==> config.mk <==
export PLATFORM = sky130hd
export DESIGN_NAME = wave_conditioner
export DESIGN_NICKNAME = d
export VERILOG_FILES = /design/src/rtl/wave_conditioner.sv
export SDC_FILE = /design/constraint.sdc
export NUM_CORES = 1
export LEC_CHECK = 0
export BUFFER_PORTS_ARGS = -buffer_cell sky130_fd_sc_hd__buf_2
export CAP_MARGIN = 20
export CORE_UTILIZATION = 40
export DETAILED_ROUTE_END_ITERATION = 16
export PLACE_DENSITY = 0.65
export SETUP_SLACK_MARGIN = 0.2
export SLEW_MARGIN = 10
export SYNTH_ARGS = -nofsm -noshare
export SYNTH_HDL_FRONTEND = slang
export SYNTH_SLANG_ARGS = --single-unit
==> constraint.sdc <==
create_clock -name clk -period 7.28 [get_ports clk]
set_clock_uncertainty 0.15 [all_clocks]
set_input_delay 0.728 -clock clk [delete_from_list [all_inputs] [get_ports clk]]
set_output_delay 0.728 -clock clk [all_outputs]
set_load 0.02 [all_outputs]
==> src/rtl/wave_conditioner.sv <==
// wave_conditioner: synchronise, deglitch, edge-detect and idle-time the raw waves A and B.
// Defining WAVE_COND_PHASE_EN adds an A-rise to B-rise phase counter; otherwise phase outputs are tied to 0.

module wave_conditioner_chan #(
  parameter int unsigned SYNC_STAGES = 2,
  parameter int unsigned FILT_LEN    = 4,
  parameter int unsigned IDLE_CYCLES = 50000000
) (
  input  logic clk,
  input  logic rst_n,
  input  logic raw,
  output logic clean,
  output logic rise,
  output logic fall,
  output logic idle,
  output logic rise_next
);
  localparam logic [7:0]  FILT_MAX = 8'(FILT_LEN);
  localparam logic [31:0] IDLE_MAX = 32'(IDLE_CYCLES);

  logic [SYNC_STAGES-1:0] sync;
  logic                   synced;
  logic [7:0]             filt_cnt;
  logic [7:0]             filt_inc;
  logic                   accept;
  logic [31:0]            idle_cnt;
  logic [31:0]            idle_cnt_next;

  assign synced    = sync[SYNC_STAGES-1];
  assign filt_inc  = filt_cnt + 8'd1;
  // accept is the edge on which clean toggles; strobes, idle and phase all key off it.
  assign accept    = (synced != clean) && (filt_inc == FILT_MAX);
  assign rise_next = accept & synced;

  // NOTE: every variable assigned in always_comb gets a default first so no latch is inferred.
  always_comb begin
    idle_cnt_next = idle_cnt;
    if (accept)
      idle_cnt_next = '0;
    else if (idle_cnt != IDLE_MAX)
      idle_cnt_next = idle_cnt + 32'd1;
  end

  // NOTE: sequential state uses non-blocking assignments so all flops update from pre-edge values.
  always_ff @(posedge clk or negedge rst_n) begin
    if (!rst_n) begin
      sync     <= '0;
      filt_cnt <= '0;
      clean    <= 1'b0;
      rise     <= 1'b0;
      fall     <= 1'b0;
      idle_cnt <= '0;
      idle     <= 1'b0;
    end else begin
      sync     <= {sync[SYNC_STAGES-2:0], raw};
      rise     <= accept & synced;
      fall     <= accept & ~synced;
      idle_cnt <= idle_cnt_next;
      idle     <= (idle_cnt_next == IDLE_MAX);
      if (synced == clean) begin
        filt_cnt <= '0;
      end else if (accept) begin
        clean    <= synced;
        filt_cnt <= '0;
      end else begin
        filt_cnt <= filt_inc;
      end
    end
  end
endmodule

module wave_conditioner #(
  parameter int unsigned SYNC_STAGES = 2,
  parameter int unsigned FILT_LEN    = 4,
  parameter int unsigned IDLE_CYCLES = 50000000
) (
  input  logic        clk,
  input  logic        rst_n,
  input  logic        A,
  input  logic        B,
  output logic        A_clean,
  output logic        B_clean,
  output logic        A_rise,
  output logic        A_fall,
  output logic        B_rise,
  output logic        B_fall,
  output logic        A_idle,
  output logic        B_idle,
  output logic [31:0] phase_cnt,
  output logic        phase_valid
);
  logic a_rise_next;
  logic b_rise_next;

  wave_conditioner_chan #(
    .SYNC_STAGES(SYNC_STAGES), .FILT_LEN(FILT_LEN), .IDLE_CYCLES(IDLE_CYCLES)
  ) u_chan_a (
    .clk(clk), .rst_n(rst_n), .raw(A), .clean(A_clean), .rise(A_rise),
    .fall(A_fall), .idle(A_idle), .rise_next(a_rise_next)
  );

  wave_conditioner_chan #(
    .SYNC_STAGES(SYNC_STAGES), .FILT_LEN(FILT_LEN), .IDLE_CYCLES(IDLE_CYCLES)
  ) u_chan_b (
    .clk(clk), .rst_n(rst_n), .raw(B), .clean(B_clean), .rise(B_rise),
    .fall(B_fall), .idle(B_idle), .rise_next(b_rise_next)
  );

`ifdef WAVE_COND_PHASE_EN
  typedef enum logic {PH_IDLE, PH_ARMED} phase_state_t;

  phase_state_t state, state_next;
  logic [31:0]  count, count_next, count_inc, phase_cnt_next;
  logic         phase_valid_next;

  // count holds cycles elapsed since the A rise strobe; the B strobe cycle itself is included.
  assign count_inc = (count == '1) ? count : count + 32'd1;

  always_comb begin
    state_next       = state;
    count_next       = count;
    phase_cnt_next   = phase_cnt;
    phase_valid_next = 1'b0;
    if (a_rise_next && b_rise_next) begin
      state_next       = PH_IDLE;
      count_next       = '0;
      phase_cnt_next   = '0;
      phase_valid_next = 1'b1;
    end else if (a_rise_next) begin
      state_next = PH_ARMED;
      count_next = '0;
    end else if (state == PH_ARMED) begin
      if (b_rise_next) begin
        state_next       = PH_IDLE;
        phase_cnt_next   = count_inc;
        phase_valid_next = 1'b1;
      end else begin
        count_next = count_inc;
      end
    end
  end

  always_ff @(posedge clk or negedge rst_n) begin
    if (!rst_n) begin
      state       <= PH_IDLE;
      count       <= '0;
      phase_cnt   <= '0;
      phase_valid <= 1'b0;
    end else begin
      state       <= state_next;
      count       <= count_next;
      phase_cnt   <= phase_cnt_next;
      phase_valid <= phase_valid_next;
    end
  end
`else
  logic phase_unused;

  assign phase_unused = a_rise_next | b_rise_next;
  assign phase_cnt    = '0;
  assign phase_valid  = 1'b0;
`endif
endmodule

==> results of run 1 <==
-- worst max-delay path, cell delays in order, from the launching register on --
cell and delay [ps]:
dfrtp_1 470, nand4_1 390, nor4_1 470, mux2_2 400, a2111o_1 350, nor4_1 340
nand4_1 150, a2111oi_2 340
-- cell usage after synthesis, drive strengths merged (7+ instances only) --
cell type | n | share of area, %
nor2 | 96 | 6.7
dfrtp | 92 | 43
buf | 44 | 5.5
xnor2 | 44 | 7.2
nand3 | 33 | 3.1
xor2 | 31 | 5.1
nand4 | 29 | 3.5
nand2 | 28 | 2.0
nor3 | 17 | 1.7
a21oi | 16 | 1.5
o21ai | 13 | 1.2
and3 | 12 | 1.4
clkbuf | 12 | 0.89
nor4 | 12 | 1.4
or3 | 11 | 1.3
inv | 10 | 0.70
and4 | 9 | 1.5
ha | 8 | 1.9
nor4b | 7 | 1.1
-- sequential cells by signal (all words and copies together), names as in the netlist, 2 cells and up --
name / flops
u_chan_b.idle_cnt: 32
u_chan_a.sync: 2
u_chan_b.filt_cnt: 8
u_chan_a.filt_cnt: 8
u_chan_a.idle_cnt: 32
u_chan_b.sync: 2
-- final cells by class --
cell class / count / area, µm²
clock inverter: 7 / 82.58
multi-input combinational: 460 / 2789
sequential: 92 / 2302
clock buffer: 9 / 225.2
timing repair buffer: 14 / 80.08
fill: 1247 / 7093
tap: 172 / 215.2
inverter: 10 / 37.54
-- logic make-up after synthesis --
| family | after synthesis | synth area share (%) |
|---|---|---|
| flops | 92 | 43.01 |
| mux | 4 | 0.7714 |
| simple gates | 292 | 29.10 |
| xor+xnor | 75 | 12.27 |
| buf+inv | 66 | 7.130 |
| compound gates | 48 | 5.774 |
| other cells | 1 | 0.07006 |
| fa+ha+maj | 8 | 1.870 |
-- cells in the final DEF (no fill, tap or decap), types with 3 or more instances in the layout --
master / n
nor4_1: 12
xnor2_1: 44
mux2i_1: 3
and2_1: 5
nor2_1: 96
nand2_1: 28
inv_1: 10
conb_1: 33
buf_4: 4
nand3_1: 33
o22ai_1: 3
nor4bb_1: 3
buf_2: 10
nor3_1: 16
and4_1: 9
nor3b_1: 6
xor2_1: 31
o21ai_0: 13
nor4b_1: 7
a21oi_1: 16
or3_1: 11
dfrtp_1: 92
and3_1: 12
nand4_1: 28
nand2b_1: 5
nand3b_1: 3
clkbuf_16: 9
ha_1: 8
nand4b_1: 3
-- report_power, final --
| part | internal (W) | leakage [nW] | switching (W) |
|---|---|---|---|
| sequential | 0.000573 | 1.24 | 0.0000931 |
| clock | 0.000271 | 0.144 | 0.000210 |
| combinational | 0.000124 | 1.05 | 0.000181 |
-- through the flow --
stage	utilization, %	instances	hold WS (ps)	worst slack, ps	cell area, µm²
global route	44.69	764	183.3	3906	5732
floorplan	-	618	181.2	4516	5473
CTS	44.69	764	163.6	4130	5732
detailed placement	42.29	748	186.2	4152	5424
finish	44.69	764	158.4	4124	5732
global placement	42.29	748	191.8	4216	5424
-- worst paths after layout --
| path | startpoint | endpoint | slack [ps] | cells after the start |
|---|---|---|---|---|
| max reg2reg | u_chan_a.idle_cnt[3] | u_chan_a.idle | 4120 | 7 |
| min | rst_n | u_chan_a.filt_cnt[0] | 160 | 1 |
| min reg2reg | u_chan_a.sync[0] | u_chan_a.sync[1] | 200 | 0 |
| min in group clk | u_chan_a.sync[0] | u_chan_a.sync[1] | 200 | 0 |
| max in group asynchronous | rst_n | u_chan_b.idle_cnt[3] | 5710 | 2 |
| max | u_chan_a.idle_cnt[3] | u_chan_a.idle | 4120 | 7 |
-- per-layer routing --
layer	wire length (µm)	track usage (%)	part of all wire [%]	vias up
met5	0	0	0	-
met4	155	5.449	1.4	0
met3	397	3.585	3.6	16
met2	5141	26.10	47	84
met1	5294	23.19	48	1939
li1	-	-	-	1986
==> flow_metrics.env, run 1 <==
export IMPL_vias_per_cell=5.268
export IMPL_root_buffer="clkbuf_16"
export IMPL_async_flop_share_pct=100.0
export IMPL_netlist_area_um2=5353
export IMPL_cts_sinks=92
export IMPL_cts_setup_buffers=0
export IMPL_dieArea_um2=13850
export IMPL_cts_resized=0
export IMPL_crit_type="flip-flop to flip-flop"
export IMPL_required_ps=7370
export IMPL_die_h_um=117.7
export IMPL_antenna_found_initial=0
export IMPL_powerDensity_nw_per_um2=253.3
export IMPL_rsz0062_at_grt="false"
export IMPL_ios=45
export IMPL_cts_hold_buf=0
export IMPL_hpwlAfterDp_mm=7.808
export IMPL_syn_inst=586
export IMPL_core_area_um2=12820
export IMPL_detail_route_antenna_nets=0
export IMPL_path_clk_slew_ps=70
export IMPL_diodes=0
export IMPL_ir_worst_vdd_v=0.0001522
export IMPL_die_width_um=117.7
export IMPL_initial_core_util_pct=41.74
export IMPL_crit_arrival_ps=3250
export IMPL_htree_levels=3
export IMPL_grt_ovfl_total=0
export IMPL_fin_crit_ps=3156
export IMPL_syn_to_final_growth_pct=7.083
export IMPL_drive_gt1_share_pct=6.588
export IMPL_status="finished clean"
export IMPL_grt_max_degree=62
export IMPL_worst_setup_path_start_kind="flip-flop"
export IMPL_yosys_warnings=0
export IMPL_p_total_w=0.001452
export IMPL_grt_pass1_wl_mm=18.91
export IMPL_hold_path_class="primary input to asynchronous set/reset pin"
export IMPL_core_rowCount=41
export IMPL_post_route_period_util_pct=43.36
export IMPL_clock_path_buffers=2
export IMPL_grt_pass1_vias=3836
export IMPL_firstDrtPassIters=5
export IMPL_fmax_mhz=316.8
export IMPL_route_detailed_drc=0
export IMPL_hold_viol=0
export IMPL_initialDrtViolationCount=378
export IMPL_synth_flop_cell="dfrtp_1"
export IMPL_wl_per_cell_um=14.38
export IMPL_cellLeakagePower_nw=2.438
export IMPL_ys_ff_latch=92
export IMPL_fin_nets=599
export IMPL_ys_seq_area_share_pct=43.01
export IMPL_synth_avg_cell_area_um2=9.134
export IMPL_synth_cell_types=55
export IMPL_cts_tree="done"
export IMPL_finalSetupViolations=0
export IMPL_gp_congestion=0.9016
export IMPL_insertion_delay_ps=340
export IMPL_via_count=4025
export IMPL_cts_buffers=9
export IMPL_synth_edf_count=0
export IMPL_slew_headroom_pct=34.87
export IMPL_endpoint_kind="flip-flop"
export IMPL_wl_mm=10.99
export IMPL_tns_ps=0
export IMPL_crit_fanout=11
export IMPL_track_usage_pct=16.78
export IMPL_port_buffers=11
export IMPL_maxSlewViolCount=0
export IMPL_cap_violations=0
export IMPL_max_slew_worst_pin_slew_ps=968.0
Power figures use the tool's default switching activity.
==> run 2: changes to the inputs <==
==> constraint.sdc (replaced) <==
create_clock -name clk -period 3.2 [get_ports clk]
set_clock_uncertainty 0.15 [all_clocks]
set_input_delay 0.32 -clock clk [delete_from_list [all_inputs] [get_ports clk]]
set_output_delay 0.32 -clock clk [all_outputs]
set_load 0.02 [all_outputs]
==> flow_metrics.env, run 2 (same netlist as run 1, synthesis figures left out) <==
export IMPL_reg_largest_list="u_chan_a.idle_cnt x32, u_chan_b.idle_cnt x32"
export IMPL_mostFrequentLayoutCell="nor2_1"
export IMPL_reg2reg_depth=8
export IMPL_endpoint_kind="flip-flop"
export IMPL_dp_cells=765
export IMPL_port_buffers=11
export IMPL_post_route_period_util_pct=87.65
export IMPL_tns_ps=0
export IMPL_max_slew_worst_pin_slew_ps=784.9
export IMPL_instances_no_fill=790
export IMPL_cellLeakagePower_nw=2.579
export IMPL_crit_type="flip-flop to flip-flop"
export IMPL_endpoint="u_chan_a.idle"
export IMPL_route_detailed_drc=0
export IMPL_path_clk_slew_ps=70
export IMPL_hpwlAfterDp_mm=8.303
export IMPL_crit_arrival_ps=2900
export IMPL_insertion_delay_ps=350
export IMPL_die_h_um=117.7
export IMPL_r2r_start="u_chan_a.idle_cnt[5]"
export IMPL_core_area_um2=12820
export IMPL_ir_worst_vdd_v=0.0005172
export IMPL_die_width_um=117.7
export IMPL_initial_core_util_pct=41.74
export IMPL_status="finished clean"
export IMPL_grt_max_degree=65
export IMPL_r2r_slack_ps=400
export IMPL_hold_start="u_chan_a.sync[0]"
export IMPL_htree_levels=3
export IMPL_detail_route_antenna_nets=0
export IMPL_wl_mm=11.48
export IMPL_r2r_end="u_chan_a.idle"
export IMPL_fin_crit_ps=2805
export IMPL_ios=45
export IMPL_cts_buffers=9
export IMPL_core_rowCount=41
export IMPL_firstDrtPassIters=5
export IMPL_finalSetupViolations=0
export IMPL_slew_headroom_pct=47.67
export IMPL_grt_pass1_wl_mm=19.49
export IMPL_maxSlewViolCount=0
export IMPL_startpoint="u_chan_a.idle_cnt[5]"
export IMPL_final_cell_mix="nor2_1 (96), dfrtp_1 (80), xnor2_1 (43)"
export IMPL_antenna_found_initial=0
export IMPL_rsz0062_at_grt="false"
export IMPL_initialDrtViolationCount=335
export IMPL_hold_viol=0
export IMPL_track_usage_pct=17.30
export IMPL_via_count=4152
export IMPL_grt_pass1_vias=4059
export IMPL_gp_congestion=0.8963
export IMPL_fillCellCount=1247
export IMPL_drive_gt1_share_pct=14.08
export IMPL_cts_tree="done"
export IMPL_required_ps=3290
export IMPL_cap_violations=0
export IMPL_syn_to_final_growth_pct=12.97
export IMPL_fin_nets=625
export IMPL_dieArea_um2=13850
export IMPL_root_buffer="clkbuf_16"
export IMPL_clock_path_buffers=2
export IMPL_wl_per_cell_um=14.53
export IMPL_worst_setup_path_start_kind="flip-flop"
export IMPL_fmax_mhz=356.5
export IMPL_cts_sinks=92
export IMPL_crit_fanout=8
export IMPL_powerDensity_nw_per_um2=580.4
export IMPL_grt_ovfl_total=0
export IMPL_diodes=0
export IMPL_hold_path_class="flip-flop to flip-flop"
export IMPL_vias_per_cell=5.256
==> run 2: cell count changes in the layout (fill, tap and decap cells not counted), moves of 3 or more <==
cell           delta
nor4_1            -4
nor4_2            +3
dfrtp_2          +12
buf_4            +23
dlygate4sd3_1     +3
dfrtp_1          -12
==> run 2: what timing repair did <==
action | CTS | global route
gates resized for setup | 2 | 27
buffers inserted | 0 | 6
hold buffers | 3 | 0
endpoints found under the hold margin | 64 | 0
endpoints found under the setup margin | 2 | 2
pin swaps | 0 | 5
==> run 2: power breakdown <==
group | switching, W | total [W] | leakage, nW | internal (W)
Combinational | 0.000458 | 0.000823 | 1.20 | 0.000365
Sequential | 0.000219 | 0.00153 | 1.22 | 0.00131
Clock | 0.000467 | 0.00115 | 0.152 | 0.000688
==> run 2: layer usage <==
| metal | vias up | track usage, % | routed length [µm] |
|---|---|---|---|
| met5 | - | 0 | 0 |
| met4 | 0 | 6.410 | 223 |
| met3 | 21 | 4.700 | 400 |
| met2 | 89 | 28.05 | 5549 |
| met1 | 2001 | 21.98 | 5307 |
| li1 | 2041 | - | - |
==> run 2: per-stage QoR <==
step / hold WS (ps) / setup WS [ps] / cell area, µm² / power, W / util [%]
finish: 200.2 / 395.3 / 6047 / 0.003509 / 47.15
global route: 201.2 / 200.6 / 6047 / 0.003708 / 47.15
CTS: 196.6 / 214.6 / 5912 / 0.003456 / 46.10
detailed placement: 190.1 / 157.3 / 5552 / 0.002279 / 43.29
global placement: 184.0 / 166.4 / 5552 / 0.002248 / 43.29
floorplan: -125.6 / 435.9 / 5473 / 0.002075 / -
==> run 2: layout make-up <==
class / instances / area [µm²] / area share [%]
inverters: 10 / 37.54 / 0.6207
repair buffers: 40 / 282.8 / 4.676
well taps: 172 / 215.2 / 3.559
clock inverters: 7 / 97.59 / 1.614
flip-flops and latches: 92 / 2317 / 38.32
multi-input cells: 460 / 2872 / 47.49
clock buffers: 9 / 225.2 / 3.724
==> run 2: worst min-delay path by stage <==
stage	cells after the start	endpoint
after global placement	0	u_chan_a.sync[1]
after floorplan	0	u_chan_a.clean
after CTS	0	u_chan_a.sync[1]
final	0	u_chan_a.sync[1]
after detailed placement	0	u_chan_a.sync[1]
after global routing	0	u_chan_a.sync[1]
==> run 2: worst max-delay path: stages, from the launching register on <==
cell,delay (ps)
dfrtp_1,430
nand3_2,130
buf_4,190
or3_1,390
or3_1,340
a211o_1,310
nor4_2,310
nand4_1,150
a2111oi_2,290
==> run 3: changes to the inputs <==
--- a/config.mk
+++ b/config.mk
@@ -14,4 +14,5 @@
 export SLEW_MARGIN = 10
 export SYNTH_ARGS = -nofsm -noshare
 export SYNTH_HDL_FRONTEND = slang
+export SYNTH_HIERARCHICAL = 1
 export SYNTH_SLANG_ARGS = --single-unit
==> flow_metrics.env, run 3 <==
export IMPL_synth_cell_types=77
export IMPL_cts_sinks=92
export IMPL_ios=45
export IMPL_firstDrtPassIters=4
export IMPL_grt_ovfl_total=0
export IMPL_met3_usage_pct=2.303
export IMPL_swShare_pct=33.76
export IMPL_cellLeakagePower_nw=2.667
export IMPL_multi_input_area_um2=3075
export IMPL_post_route_period_util_pct=89.61
export IMPL_clock_path_buffers=2
export IMPL_yosys_warnings=6
export IMPL_instances_no_fill=795
export IMPL_fmax_mhz=348.7
export IMPL_tns_ps=0
export IMPL_synthMuxAreaShare_pct=0.9881
export IMPL_hold_ws_ps=200.2
export IMPL_initial_core_util_pct=41.05
export IMPL_timing_final_ws_setup_ps=332.6
export IMPL_path_clk_slew_ps=60
export IMPL_dp_cells=774
export IMPL_ir_worst_vdd_v=0.0002972
export IMPL_core_rowCount=43
export IMPL_reg_largest_list="u_chan_a/idle_cnt x32, u_chan_b/idle_cnt x32"
export IMPL_wl_per_cell_um=14.61
export IMPL_fin_nets=623
export IMPL_crit_type="flip-flop to flip-flop"
export IMPL_yosys_area_top_type_share_pct=40.40
export IMPL_initialDrtViolationCount=338
export IMPL_synth_top_family_by_area="simple AND/OR/NAND/NOR gates"
export IMPL_synth_compound_area_share_pct=7.202
export IMPL_final_cell_mix="nor2_1 (103), dfrtp_1 (86), xnor2_1 (46)"
export IMPL_die_width_um=121.4
export IMPL_hold_start="u_chan_a/sync[0]"
export IMPL_cp_slowest_cell="or4_4"
export IMPL_grt_max_degree=60
export IMPL_powerDensity_nw_per_um2=568.9
export IMPL_cpPeakStageDelay_ps=640
export IMPL_synth_edf_count=0
export IMPL_worst_path_buf_inv=0
export IMPL_gp_congestion=0.9099
export IMPL_synth_avg_cell_area_um2=9.434
export IMPL_diodes=0
export IMPL_startpoint="u_chan_b/idle_cnt[6]"
export IMPL_crit_fanout=8
export IMPL_cap_violations=0
export IMPL_ys_seq_area_share_pct=40.40
export IMPL_grt_busiest_layer="met2"
export IMPL_synth_flop_cell="dfrtp_1"
export IMPL_p_int_w=0.002331
export IMPL_synth_area_top_cells="dfrtp_1 (40%), xnor2_1 (7.2%), nor2_1 (6.8%)"
export IMPL_p_sw_w=0.001188
export IMPL_required_ps=3280
export IMPL_vias_per_cell=5.361
export IMPL_route_detailed_drc=0
export IMPL_dp_slack_ps=204.8
export IMPL_slew_headroom_pct=50.90
export IMPL_pwr_share_comb_pct=25.6
export IMPL_netlist_area_um2=5698
export IMPL_insertion_delay_ps=340
export IMPL_crit_arrival_ps=2950
export IMPL_cts_tree="done"
export IMPL_grt_use_met2_pct=26.67
export IMPL_regArea_um2=2310
export IMPL_dieArea_um2=14730
export IMPL_r2r_start="u_chan_b/idle_cnt[6]"
export IMPL_hpwlAfterDp_mm=8.231
export IMPL_rsz0062_at_grt="false"
export IMPL_syn_to_final_growth_pct=8.542
export IMPL_track_usage_pct=16.84
export IMPL_mostFrequentLayoutCell="nor2_1"
export IMPL_endpoint_kind="flip-flop"
export IMPL_synth_fa_ha_area_share_pct=1.757
export IMPL_hold_viol=0
export IMPL_htree_levels=3
export IMPL_synth_top_cells_by_count="nor2_1 (103), dfrtp_1 (92), xnor2_1 (47)"
export IMPL_fin_crit_ps=2867
export IMPL_fillCellCount=1294
export IMPL_wl_mm=11.61
export IMPL_grt_pass1_wl_mm=19.85
export IMPL_critPathMostFrequentCell="or4_4"
export IMPL_worst_setup_path_start_kind="flip-flop"
export IMPL_drive_gt1_share_pct=15.77
export IMPL_root_buffer="clkbuf_16"
export IMPL_max_slew_worst_pin_slew_ps=736.5
export IMPL_detail_route_antenna_nets=0
export IMPL_power_share_sequential_pct=44.0
export IMPL_die_h_um=121.4
export IMPL_async_flop_share_pct=100.0
export IMPL_grt_pass1_vias=4058
export IMPL_final_util_pct=44.56
export IMPL_yosysMostFrequentCell="nor2_1"
export IMPL_crit_chain="nand4_2 -> or4_4 -> nor3_1 -> xnor2_1 -> nor2_1 -> or4_4 -> a2111oi_4"
export IMPL_syn_inst=604
export IMPL_cts_buffers=9
export IMPL_synth_top_cell_by_area="dfrtp_1"
export IMPL_antenna_found_initial=0
export IMPL_via_count=4262
export IMPL_maxSlewViolCount=0
export IMPL_finalSetupViolations=0
export IMPL_core_area_um2=13880
export IMPL_synthXorXnorAreaFrac_pct=12.14
export IMPL_status="finished clean"
export IMPL_yosys_area_share_simple_pct=28.63
export IMPL_critPathTopFamily="simple AND/OR/NAND/NOR gates"
export IMPL_port_buffers=11
export IMPL_ys_ff_latch=92
export IMPL_use_met1_pct=23.33
export IMPL_hold_path_class="flip-flop to flip-flop"
export IMPL_p_clk_share_pct=30.4
-- run 3: cell types whose count changed after synthesis, sizes merged, moves of 4 or more --
| cell | change |
|---|---|
| or4 | +6 |
| a21oi | -8 |
| or3 | -6 |
| o21ai | -4 |
| nor3 | -4 |
| clkbuf | +5 |
| nand2 | +4 |
| nand4 | -8 |
| nand2b | -5 |
| buf | +6 |
| a31oi | +4 |
| nor2 | +7 |
| nor4b | -5 |
-- run 3: layer usage --
metal,vias to the layer above,share of wire (%)
li1,2055,-
met1,2082,47
met2,108,47
met3,17,3.6
met4,0,1.6
met5,-,0
-- run 3: power groups by stage --
stage,registers (W),logic [W],clock network (W)
finish,0.00155,0.000902,0.00107
global route,0.00158,0.00102,0.00115
CTS,0.00153,0.000889,0.00109
detailed placement,0.00155,0.000877,0
global placement,0.00154,0.000858,0
floorplan,0.00146,0.000790,0
-- run 3: what timing repair did --
action / in CTS / in global routing
setup endpoints to repair: 1 / 1
pin swaps: 1 / 3
hold endpoints to repair: 59 / 0
setup buffers: 0 / 3
gates cloned: 0 / 0
hold buffers: 3 / 0
resized for setup: 2 / 12
-- run 3: stage by stage --
stage / area, µm² / total power [W]
finish: 6185 / 0.003519
global route: 6185 / 0.003758
CTS: 6098 / 0.003518
detailed placement: 5762 / 0.002431
global placement: 5762 / 0.002399
floorplan: 5818 / 0.002248
-- run 3: cells by family after synthesis --
family	Yosys count
AO/OA/AOI/OAI	53
XOR/XNOR	79
adder cells (fa/ha/maj)	8
buffers and inverters	79
flip-flops	92
multiplexers	5
other	1
AND/OR/NAND/NOR	287
-- run 3: worst register-to-register path, cell delays in order (launching register included) --
cell       delay, ps
dfrtp_2          480
nand4_2          200
or4_4            640
nor3_1           240
xnor2_1          140
nor2_1            80
or4_4            540
a2111oi_4        290
-- run 3: worst paths after layout --
path | to | depth (start not counted) | slack, ps
setup / recovery | u_chan_b/idle | 7 | 330
hold / removal | u_chan_a/sync[1] | 0 | 200
setup reg to reg | u_chan_b/idle | 7 | 330
hold reg to reg | u_chan_a/sync[1] | 0 | 200
max in group asynchronous | u_chan_b/idle_cnt[8] | 3 | 1710
min in group asynchronous | u_chan_b/idle | 2 | 440
-- run 3: final cells by class --
cell class | instances | area share (%)
sequential | 92 | 37.35
timing repair buffer | 31 | 3.682
inverter | 12 | 0.7283
multi-input combinational | 465 | 49.73
clock buffer | 11 | 4.087
tap | 180 | 3.642
clock inverter | 4 | 0.7890
